<file path="src/rtl/uart_pkg.sv">
// Shared types and constants for the UART transmit path.
package uart_pkg;

  typedef enum logic [2:0] {
    ST_IDLE,
    ST_START,
    ST_DATA,
    ST_PARITY,
    ST_STOP
  } uart_tx_state_t;

  localparam int PAR_NONE = 0;
  localparam int PAR_EVEN = 1;
  localparam int PAR_ODD  = 2;

  // Wide enough to index up to 8 data bits or 2 stop bits.
  localparam int BIT_CNT_W = 3;

endpackage

</file>
<file path="src/rtl/baud_down_counter.sv">
// Reloadable down-counter that marks the end of each serial bit period.
module baud_down_counter #(
  parameter int W = 16
) (
  input  logic         clk,
  input  logic         rst,
  input  logic         load,
  input  logic [W-1:0] load_val,
  output logic [W-1:0] cnt,
  output logic         zero
);

  // Load wins over decrement; the count parks at zero instead of wrapping.
  always_ff @(posedge clk) begin
    if (rst)
      cnt <= '0;
    else if (load)
      cnt <= load_val;
    else if (cnt != '0)
      cnt <= cnt - W'(1);
  end

  assign zero = (cnt == '0);

endmodule

</file>
<file path="src/rtl/uart_tx_ctrl.sv">
// UART transmit sequencer: start, data (LSB first), optional parity and stop bits.
module uart_tx_ctrl
  import uart_pkg::*;
#(
  parameter int DATA_BITS = 8,
  parameter int STOP_BITS = 1,
  parameter int PARITY    = 0,
  parameter int DIV_W     = 16
) (
  input  logic                 clk,
  input  logic                 rst,
  input  logic [DIV_W-1:0]     baud_div,
  input  logic                 tx_valid,
  input  logic [DATA_BITS-1:0] tx_data,
  output logic                 tx_ready,
  output logic                 tx_out,
  output logic                 busy,
  output logic                 done
);

  localparam logic [BIT_CNT_W-1:0] LAST_DATA = BIT_CNT_W'(DATA_BITS - 1);
  localparam logic [BIT_CNT_W-1:0] LAST_STOP = BIT_CNT_W'(STOP_BITS - 1);

  uart_tx_state_t         state, next_state;
  logic [DATA_BITS-1:0]   shift;
  logic [BIT_CNT_W-1:0]   bit_cnt;
  logic                   par_bit;
  logic [DIV_W-1:0]       div_reg;
  logic [DIV_W-1:0]       eff_div;
  logic [DIV_W-1:0]       load_val;
  logic [DIV_W-1:0]       cnt;
  logic                   zero;
  logic                   accept;
  logic                   bit_end;
  logic                   load;
  logic                   unused_cnt;

  assign accept     = tx_valid && (state == ST_IDLE);
  assign bit_end    = (state != ST_IDLE) && zero;
  assign eff_div    = (baud_div == '0) ? DIV_W'(1) : baud_div;
  assign load       = accept || bit_end;
  assign load_val   = accept ? (eff_div - DIV_W'(1)) : (div_reg - DIV_W'(1));
  assign unused_cnt = ^cnt;

  baud_down_counter #(.W(DIV_W)) u_baud (
    .clk      (clk),
    .rst      (rst),
    .load     (load),
    .load_val (load_val),
    .cnt      (cnt),
    .zero     (zero)
  );

  always_ff @(posedge clk) begin
    if (rst)
      state <= ST_IDLE;
    else
      state <= next_state;
  end

  always_comb begin
    next_state = state;
    case (state)
      ST_IDLE:   if (tx_valid) next_state = ST_START;
      ST_START:  if (zero) next_state = ST_DATA;
      ST_DATA:
        if (zero && bit_cnt == LAST_DATA)
          next_state = (PARITY != PAR_NONE) ? ST_PARITY : ST_STOP;
      ST_PARITY: if (zero) next_state = ST_STOP;
      ST_STOP:   if (zero && bit_cnt == LAST_STOP) next_state = ST_IDLE;
      default:   next_state = ST_IDLE;
    endcase
  end

  always_comb begin
    tx_out   = 1'b1;
    tx_ready = 1'b0;
    busy     = 1'b1;
    case (state)
      ST_IDLE: begin
        tx_ready = 1'b1;
        busy     = 1'b0;
      end
      ST_START:  tx_out = 1'b0;
      ST_DATA:   tx_out = shift[0];
      ST_PARITY: tx_out = par_bit;
      default:   tx_out = 1'b1;
    endcase
  end

  // Parity is fixed at accept time so later tx_data changes cannot disturb it.
  always_ff @(posedge clk) begin
    if (rst) begin
      shift   <= '0;
      bit_cnt <= '0;
      par_bit <= 1'b0;
      div_reg <= '0;
      done    <= 1'b0;
    end else begin
      done <= (state == ST_STOP) && zero && (bit_cnt == LAST_STOP);
      if (accept) begin
        shift   <= tx_data;
        div_reg <= eff_div;
        par_bit <= (PARITY == PAR_ODD) ? ~^tx_data : ^tx_data;
        bit_cnt <= '0;
      end else if (bit_end) begin
        case (state)
          ST_DATA: begin
            shift   <= shift >> 1;
            bit_cnt <= (bit_cnt == LAST_DATA) ? '0 : bit_cnt + BIT_CNT_W'(1);
          end
          ST_STOP: bit_cnt <= bit_cnt + BIT_CNT_W'(1);
          default: bit_cnt <= '0;
        endcase
      end
    end
  end

endmodule

</file>
<file path="config.mk">
export PLATFORM = sky130hd
export DESIGN_NAME = uart_tx_ctrl
export DESIGN_NICKNAME = d
export VERILOG_FILES = /design/src/rtl/uart_pkg.sv /design/src/rtl/baud_down_counter.sv /design/src/rtl/uart_tx_ctrl.sv
export SDC_FILE = /design/constraint.sdc
export NUM_CORES = 1
export LEC_CHECK = 0
export ABC_CLOCK_PERIOD_IN_PS = 4250
export CAP_MARGIN = 20
export CORE_UTILIZATION = 50
export DETAILED_ROUTE_END_ITERATION = 6
export HOLD_SLACK_MARGIN = 0.12
export PLACE_DENSITY_LB_ADDON = 0.25
export SYNTH_ARGS = -nofsm -noshare
export SYNTH_HDL_FRONTEND = slang
export SYNTH_SLANG_ARGS = --single-unit
</file>
<file path="constraint.sdc">
create_clock -name clk -period 4.25 [get_ports clk]
set_input_delay 0.85 -clock clk [delete_from_list [all_inputs] [get_ports clk]]
set_output_delay 0.85 -clock clk [all_outputs]
set_load 0.03 [all_outputs]
</file>
# [Word-level counts from Yosys, hierarchy flattened]
# Cells that the tools add are included.
[totals] reg_bits=48 word_cells=59
[op_classes] n_addsub=4 eq_ne=10 mux=18 n_reduce_logical=20
[ops] cell="$mux W16" n=4
[ops] cell="$sub A16 B1 Y16 const B" n=3
[ops] cell="$logic_not A16 Y1" n=2
[ops] cell="$mux W8" n=3
[ops] cell="$mux W3" n=6
[ops] cell="$reduce_bool A16 Y1" n=1
[ops] cell="$pmux W3 S5" n=1
[ops] cell="$ne A2 B2 Y1 const B" n=5
[ops] cell="$reduce_xor A8 Y1" n=1
[ops] cell="$eq A3 B2 Y1 const B" n=2
[ops] cell="$eq A3 B3 Y1 const B" n=2
[ops] cell="$logic_and A1 B1 Y1" n=6
[ops] cell="$logic_not A3 Y1" n=2
[ops] cell="$pmux W3 S2" n=1
[ops] cell="$reduce_bool A2 Y1" n=3
[ops] cell="$reduce_and A5 Y1" n=1
[ops] cell="$add A3 B1 Y3 const B" n=1
[ops] cell="$eq A3 B1 Y1 const B" n=1
[ops] cell="$pmux W1 S3" n=1
[ops] cell="$reduce_bool A3 Y1" n=1
[ops] cell="$mux W1" n=2
[ops] cell="$reduce_and A2 Y1" n=1
[ops] cell="$reduce_or A2 Y1" n=1
[ops] cell="$logic_or A1 B1 Y1" n=1

# [Longest topological paths before layout]
# Gate-level depths: netlist (run 1).
[depth] depth_word=5 depth_mapped=13

# [Modules after synthesis]
# From an unflattened synthesis (run 1), not the netlist that was laid out.
[hier_totals] hier_cells=383 hier_area_um2=2977.9
[by_module_without_submodules] module="uart_tx_ctrl" instances=1 cells_per_inst=267 area_each_um2=2013.2 seq_area_each_um2=640.6
[by_module_without_submodules] module="baud_down_counter" instances=1 cells_per_inst=116 area_each_um2=964.7 seq_area_each_um2=320.3

# [Least setup slack after synthesis (run 1)]
# No wires, ideal clock.
[synth_path] path_type="input-to-reg" startpoint="in tx_valid" endpoint="reg u_baud.cnt[12]" arrival_ps=3220 required_ps=4191 slack_ps=971 stages=11 n_path_buf=2 cell_sequence="or4b_4 -> buf_2 -> clkbuf_1 -> nand2_1 -> nand2_1 -> mux2i_1 -> ha_1 -> o311ai_1 -> a2111o_1 -> or4_1 -> nand2_1"
[synth_via] elab_chain_cells=3
[synth_lines] item="start: declaration" line_no="uart_tx_ctrl.sv:13" rtl="input logic tx_valid,"
[synth_lines] item="$logic_and A1 B1 Y1 (*)" line_no="uart_tx_ctrl.sv:38" rtl="assign accept = tx_valid && (state == ST_IDLE);"
[synth_lines] item="$mux W16 or $logic_or A1 B1 Y1 (tied branches)" line_no="uart_tx_ctrl.sv:42, uart_tx_ctrl.sv:41"
[synth_lines] item="$mux W16 or $reduce_bool A2 Y1 (tied branches)"
[synth_lines] item="end signal: assignment" line_no="baud_down_counter.sv:18" rtl="cnt <= load_val;"
[synth_lines] item="end signal: assignment" line_no="baud_down_counter.sv:20" rtl="cnt <= cnt - W'(1);"
[synth_lines] item="end: declaration" line_no="baud_down_counter.sv:9" rtl="output logic [W-1:0] cnt,"
# Every way passes the cells marked *; elsewhere a longest branch is shown, timed or not.
# A chain may end at the register's enable or synchronous reset.

# [Worst setup path in the final report (run 1)]
# Ends and elaborated chain as after synthesis.

==> results of run 1 <==
power by group through the flow:
stage | sequential (mW) | clock [mW] | combinational [mW]
4_1_cts | 0.542 | 0.282 | 0.357
5_1_grt | 0.549 | 0.305 | 0.402
2_1_floorplan | 0.537 | 0 | 0.261
6_report | 0.542 | 0.275 | 0.358
3_5_place_dp | 0.553 | 0 | 0.355
3_3_place_gp | 0.551 | 0 | 0.349
per-stage QoR:
stage | utilization | cell area, um2 | power (mW) | instances
after floorplan | - | 2580 | 0.798 | 322
after global placement | 0.609 | 2950 | 0.900 | 409
after detailed placement | 0.609 | 2950 | 0.907 | 409
after CTS | 0.627 | 3040 | 1.18 | 417
after global routing | 0.627 | 3040 | 1.26 | 417
final | 0.627 | 3040 | 1.18 | 417
synthesized netlist by cell type (2+ instances only):
| master | instances |
|---|---|
| a211oi_1 | 3 |
| a21oi_1 | 26 |
| a22oi_1 | 2 |
| a311oi_1 | 7 |
| and2_1 | 2 |
| and4_1 | 2 |
| buf_1 | 3 |
| buf_2 | 6 |
| clkbuf_1 | 9 |
| dfxtp_1 | 48 |
| ha_1 | 4 |
| inv_1 | 6 |
| mux2i_1 | 4 |
| nand2_1 | 60 |
| nand2b_1 | 9 |
| nand3_1 | 4 |
| nand3b_1 | 2 |
| nand4_1 | 2 |
| nor2_1 | 40 |
| nor2b_1 | 2 |
| nor3_1 | 6 |
| nor4_1 | 5 |
| nor4_2 | 3 |
| nor4b_2 | 2 |
| o211ai_1 | 5 |
| o21a_1 | 3 |
| o21ai_0 | 9 |
| o21ai_1 | 2 |
| o22a_1 | 2 |
| or2_2 | 2 |
| or3_1 | 4 |
| or4_1 | 2 |
| xnor2_1 | 14 |
worst paths after layout:
kind               from              to  slack [ps]  depth (start not counted)
min          div_reg[9]      div_reg[9]         460                          2
min reg2reg  div_reg[9]      div_reg[9]         460                          2
max            tx_valid  u_baud.cnt[12]         590                          9
max reg2reg    state[2]  u_baud.cnt[12]        1130                          8
logic make-up after synthesis:
kind of cell             synth area share
AO/OA/AOI/OAI                       0.197
XOR/XNOR                           0.0510
adder cells (fa/ha/maj)            0.0233
buffers and inverters              0.0437
flip-flops                          0.373
multiplexers                       0.0155
AND/OR/NAND/NOR                     0.297
per-layer routing:
layer | routed length, um | GRT usage
met5 | 0 | 0
met4 | 97 | 0.0940
met3 | 321 | 0.0508
met2 | 2830 | 0.384
met1 | 2850 | 0.341
worst min-delay path: cells and delay by family, from the launching register on:
family	cells	cell delay [ps]
and+or+nand+nor	1	50
DFF	1	310
AOI/OAI and AO/OA	1	50
cell type report:
cell class,instances,area (um2)
repair buffers,39,368
clock buffers,8,90.1
inverters,7,26.3
well taps,67,83.8
fillers,452,1810
flip-flops and latches,48,961
multi-input cells,248,1510
==> metrics.txt, run 1 <==
status=finished, final reports clean; clock skew=7.65 ps; max incr delay on CP=580 ps; total negative setup slack=0 ps; die area=5450 um2; sw frac=0.323; initial antenna violation count=0; clock slew at the register clock pins of the worst setup and hold paths=80 ps; commonest cells after routing, fill and taps aside=nand2_1 (60), dfxtp_1 (48), nor2_1 (40); hold_ws=456 ps; Syn. warnings=0; ANT nets after route=0; Hold Crit Class=flop to flop; top post-synthesis cells by area=dfxtp_1 (37%), nand2_1 (8.7%), nor2_1 (5.8%); minimum clock period=3660 ps; First-pass DRT Iterations=4; fmax=273 MHz; peak supply drop=0.237 mV; max-slew violation count=0; synthesized area=2580 um2; diodes inserted=0; GRT Util Overall=0.249; clock net sink count=48; # DRC=0; hold_buf cts=0; CTS tree=yes; Pleak=1.08 nW; DR WL/cell=14.6 um; Synth Flop Type=dfxtp_1; crit start category=input pin; Vias=2364; post-synthesis sequential area ratio=0.373; Psw=0.379 mW; Post-synth ARST share=0; post-cts resize count=0; Synthesized Nets=353; GRT overflow=0; largest net degree at the start of global routing=35; Final nets=380; Rel. slew slack=0.352; Port Buffer Count=30; CP endpoint kind=flop; kind of critical path=input pin to flop; RSZ-0062 raised after global routing=false; critical path required time=4490 ps; Worst Tran Pin Value=966 ps; TritonCTS buffer count=5; initial core utilization=0.532; CP max stage cell=or4b_4; # setup viols final=0; Synth Instances=322; Longest Clk Path Bufs=2; area grow syn2layout=18.0%; CP cell instances=clkdlybuf4s50_1 -> or4b_4 -> o21ai_1 -> mux2i_1 -> ha_1 -> o311ai_1 -> a2111o_1 -> or4_1 -> nand2_1; vias in the first global route=2143; share of the synthesized area in the top cell type=0.373; IO Pins=31; first-pass GRT wire length=10300 um; largest area contributor in the netlist=dfxtp_1; clock insertion delay at the later pin of the skew report=290 ps; DIE WIDTH=73.8 um; final worst slack=586 ps; Max-Cap Viols=0; Tcrit/Tclk final=0.862; CP arrival=3910 ps; commonest non-fill, non-tap cell in the layout=nand2_1; logic gate share of total power=0.305; worst path bufs/invs=1; wirelength, routed=6090 um; Clk pwr share=0.234; EDFF count, synth=0; syn_area_per_cell=8.00 um2; delay-heaviest family, CP=simple AND/OR/NAND/NOR gates; Yosys reg bits=48; DP Worst Slack=315 ps; Detailed Route Iter0 Violations=175; Critical Path Fanout Max=11; internal power=0.796 mW; Rows=25; Netlist cell types=55; Die Span Y=73.8 um; DP HPWL=4510 um; Fin. Hold Viols=0; clock root buffer=clkbuf_8; H-tree Lvls=2; Core Area=4850 um2; via/cell ratio=5.67; Power Dens Cells=386 nW/um2; layout cells sized above 1=0.0857; Sequential Power Share=0.462; Final GP Congestion=0.947; Post-CTS Setup Repair Bufs=0
No activity file was read; power rests on OpenSTA's default activity.
==> inputs of run 2 (changes only) <==
--- a/config.mk
+++ b/config.mk
@@ -9,4 +9,5 @@
 export CAP_MARGIN = 20
 export CORE_UTILIZATION = 50
+export CTS_BUF_LIST = sky130_fd_sc_hd__clkbuf_2 sky130_fd_sc_hd__clkbuf_4 sky130_fd_sc_hd__clkbuf_8
 export DETAILED_ROUTE_END_ITERATION = 6
 export HOLD_SLACK_MARGIN = 0.12
==> constraint.sdc (replaced) <==
create_clock -name clk -period 4.25 [get_ports clk]
set_input_delay 0.6375 -clock clk [delete_from_list [all_inputs] [get_ports clk]]
set_output_delay 0.6375 -clock clk [all_outputs]
set_load 0.03 [all_outputs]
==> run 2 against run 1 <==
- die area is the same
- clock-buffer cell count decreased by 1
- combinational power about the same
- first-iteration DRC count grew 49%
- core utilization increased by 0.44 points
- critical path depth is the same
- sequential share of layout area down 0.22 points
- wire length is 0.95% lower
- setup slack better by 100 ps
- flip-flop and latch count unchanged
- critical endpoint unchanged
- largest power group unchanged
==> metrics.txt, run 2 (synthesis gave the netlist of run 1 again) <==
crit start category=input pin; H-tree Lvls=2; Post-CTS Setup Repair Bufs=0; CP cell instances=clkdlybuf4s50_1 -> or4b_4 -> o21ai_1 -> mux2i_1 -> ha_1 -> o311ai_1 -> a2111o_1 -> or4_1 -> nand2_1; Fillers=438; area grow syn2layout=18.8%; die area=5450 um2; CP endpoint kind=flop; CP arrival=3810 ps; Rel. slew slack=0.388; Max-Cap Viols=0; fin cells=415; kind of critical path=input pin to flop; DP Area=2940 um2; post-cts resize count=0; commonest cells after routing, fill and taps aside=nand2_1 (60), dfxtp_1 (48), nor2_1 (40); max-slew violation count=0; Hold Crit Class=flop to flop; TritonCTS buffer count=5; layout cells sized above 1=0.0862; clock net sink count=48; clock skew=6.48 ps; max incr delay on CP=660 ps; First-pass DRT Iterations=4; Core Area=4850 um2; first-pass GRT wire length=10300 um; minimum clock period=3560 ps; Final nets=378; delay-heaviest family, CP=simple AND/OR/NAND/NOR gates; hold_buf cts=0; via/cell ratio=5.76; worst path bufs/invs=1; Tcrit/Tclk final=0.838; vias in the first global route=2144; largest net degree at the start of global routing=35; internal power=0.868 mW; core utilization of the finished layout=0.632; DP HPWL=4300 um; DR WL/cell=14.5 um; GRT overflow=0; CTS tree=yes; fmax=281 MHz; RSZ-0062 raised after global routing=false; status=finished, final reports clean; Psw=0.389 mW; Pleak=1.09 nW; # setup viols final=0; Power Dens Cells=411 nW/um2; final instance area=3060 um2; Final GP Congestion=0.842; diodes inserted=0; DP Worst Slack=447 ps; clock slew at the register clock pins of the worst setup and hold paths=90 ps; clock root buffer=clkbuf_8; Port Buffer Count=30; critical path required time=4500 ps; Critical Path Fanout Max=28; Clk pwr share=0.285; total negative setup slack=0 ps; Sequential Power Share=0.431; Worst Tran Pin Value=912 ps; GRT Util Overall=0.245; final worst slack=690 ps; Fin. Hold Viols=0; initial antenna violation count=0; initial core utilization=0.532; Longest Clk Path Bufs=2; sw frac=0.309; Die Span Y=73.8 um; Rows=25; IO Pins=31; Detailed Route Iter0 Violations=261; clock insertion delay at the later pin of the skew report=300 ps; wirelength, routed=6030 um; DIE WIDTH=73.8 um; # DRC=0; logic gate share of total power=0.283; commonest non-fill, non-tap cell in the layout=nand2_1; CP max stage cell=or4b_4; peak supply drop=0.239 mV; placed instance count=407; Vias=2391; ANT nets after route=0
run 2: changes by cell type in the layout (fill, tap and decap cells not counted):
cell / change
buf_4: -2
bufinv_16: +1
clkbuf_1: -2
clkbuf_8: +1
run 2: stage by stage:
step / power [mW] / hold WS [ps]
after CTS: 1.26 / 461
final: 1.26 / 465
after global routing: 1.33 / 488
after floorplan: 0.798 / 432
after detailed placement: 0.903 / 448
after global placement: 0.899 / 440
run 2: cell type report:
class                           count  area (um2)  area share
Clock buffer                        7        96.3      0.0315
Multi-Input combinational cell    248        1510       0.494
Tap cell                           67        83.8      0.0274
Inverter                            7        26.3     0.00858
Sequential cell                    48         961       0.314
Clock inverter                      1        30.0     0.00980
Timing Repair Buffer               37         353       0.115
run 2: power by group through the flow:
stage,Combinational [mW],Sequential (mW),Clock [mW]
2_1_floorplan,0.261,0.537,0
3_3_place_gp,0.347,0.552,0
3_5_place_dp,0.350,0.552,0
4_1_cts,0.355,0.542,0.362
5_1_grt,0.397,0.548,0.383
6_report,0.356,0.542,0.359
run 2: per-layer routing:
layer / routed length, um / GRT usage / part of all wire / up-vias
met5: 0 / 0 / 0 / -
met4: 33 / 0.0449 / 0.0055 / 0
met3: 358 / 0.0425 / 0.059 / 4
met2: 2820 / 0.389 / 0.47 / 76
met1: 2820 / 0.349 / 0.47 / 1117
li1: - / - / - / 1194
run 2: path summary, 6_finish.rpt:
check,startpoint,end,slack [ps],cells after the start
hold reg to reg,div_reg[10],div_reg[10],470,2
setup reg to reg,state[2],u_baud.cnt[12],1020,8
setup / recovery,tx_valid,u_baud.cnt[12],690,9
hold / removal,div_reg[10],div_reg[10],470,2
run 2: worst min-delay path, delay by kind of cell, from the launching register on:
kind,cells,cell delay [ps]
AND/OR/NAND/NOR,1,50
flip-flops,1,320
AO/OA/AOI/OAI,1,50
==> inputs of run 3 (changes only) <==
ABC_CLOCK_PERIOD_IN_PS = 3000   (was 4250)
clock period = 3 ns   (was 4.25 ns; I/O delays follow)
==> run 3 against run 2 <==
- hold slack got worse by 3.4 ps
- first-iteration DRC count decreased by 54%
- largest power group unchanged
- non-clock buffer count rose by 21
- critical endpoint is now u_baud.cnt[10]
==> metrics.txt, run 3 (synthesis gave the netlist of run 1 again) <==
Sequential Power Share=0.445; RSZ-0062 raised after global routing=false; CTS tree=yes; CP cell instances=clkdlybuf4s50_1 -> or4b_4 -> o21ai_1 -> mux2i_1 -> ha_1 -> o311ai_1 -> a2111o_1 -> buf_4 -> nor2b_1 -> xnor2_1 -> nor2_1; CP arrival=3000 ps; CP max stage cell=or4b_4; # DRC=0; DIE WIDTH=73.8 um; clock insertion delay at the later pin of the skew report=300 ps; delay-heaviest family, CP=simple AND/OR/NAND/NOR gates; ANT nets after route=0; wirelength, routed=6270 um; diodes inserted=0; Detailed Route Iter0 Violations=119; clock slew at the register clock pins of the worst setup and hold paths=90 ps; final worst slack=191 ps; initial core utilization=0.532; area taken by multi-input logic gates=1520 um2; GRT overflow=0; clock skew=8.25 ps; Critical Path Fanout Max=6; Final nets=399; via/cell ratio=5.65; # setup viols final=0; Hold Crit Class=flop to flop; clock net sink count=48; Worst Tran Pin Value=530 ps; status=finished, final reports clean; peak supply drop=0.345 mV; Fin. Hold Viols=0; commonest cells after routing, fill and taps aside=nand2_1 (60), dfxtp_1 (48), nor2_1 (40); Clk pwr share=0.232; logic gate share of total power=0.323; largest net degree at the start of global routing=34; Tcrit/Tclk final=0.936; IO Pins=31; CP endpoint kind=flop; hold_buf cts=0; Total Power=1.71 mW; Rel. slew slack=0.644; initial antenna violation count=0; vias in the first global route=2304; crit start category=input pin; sw frac=0.326; Fillers=418; minimum clock period=2810 ps; fmax=356 MHz; DP HPWL=4610 um; H-tree Lvls=2; Port Buffer Count=30; Psw=0.557 mW; kind of critical path=input pin to flop; Final GP Congestion=0.872; DP Worst Slack=-204 ps; internal power=1.15 mW; final instance area=3190 um2; register area=961 um2; critical path required time=3190 ps; Reg2Reg Setup Slack=350 ps; First-pass DRT Iterations=4; Max-Cap Viols=0; DP Area=3070 um2; max incr delay on CP=510 ps; max-slew violation count=0; Core Area=4850 um2; layout cells sized above 1=0.141; die area=5450 um2; Power Dens Cells=535 nW/um2; hold_ws=462 ps; clock root buffer=clkbuf_8; Die Span Y=73.8 um; Pleak=1.18 nW; Longest Clk Path Bufs=2; first-pass GRT wire length=10600 um; Rows=25; TritonCTS buffer count=5; commonest non-fill, non-tap cell in the layout=nand2_1; worst path bufs/invs=2; Vias=2465; GRT Util Overall=0.256; area grow syn2layout=23.9%; DR WL/cell=14.4 um; core utilization of the finished layout=0.659
## run 3: layer usage
metal | global-route usage | routed length [um]
met2 | 0.420 | 3010
met4 | 0.0919 | 108
met5 | 0 | 0
met1 | 0.333 | 2880
met3 | 0.0494 | 271
## run 3: repair_timing
item / in CTS / in global routing
gates resized for setup: 0 / 1
endpoints found under the setup margin: 0 / 3
buffers inserted: 0 / 3
hold endpoints to repair: 0 / 0
## run 3: layout make-up
cell class,instances,area share
clock buffers,6,0.0259
inverters,7,0.00823
flip-flops and latches,48,0.301
multi-input cells,248,0.476
clock inverters,2,0.00313
repair buffers,58,0.160
well taps,67,0.0263
## run 3: final timing paths
check                       from        endpoint  depth (start not counted)
hold reg to reg       div_reg[9]      div_reg[9]                          2
hold / removal        div_reg[9]      div_reg[9]                          2
setup / recovery        tx_valid  u_baud.cnt[10]                         11
setup reg to reg  u_baud.cnt[11]  u_baud.cnt[10]                         11
## run 3: power groups by stage
stage / sequential [mW] / combinational (mW) / clock [mW]
after detailed placement: 0.776 / 0.537 / 0
after global placement: 0.773 / 0.526 / 0
final: 0.761 / 0.552 / 0.396
after floorplan: 0.761 / 0.370 / 0
after global routing: 0.770 / 0.616 / 0.431
after CTS: 0.762 / 0.541 / 0.403
## run 3: metrics by stage
step | std cells | TNS, ps
3_5_place_dp | 425 | -588
6_report | 436 | 0
2_1_floorplan | 322 | 0
3_3_place_gp | 425 | -350
5_1_grt | 436 | 0
4_1_cts | 433 | 0
## run 3: worst min-delay path, stage by stage, from the launching register on
cell     delay, ps
dfxtp_1        320
nand2_1         50
a21oi_1         50
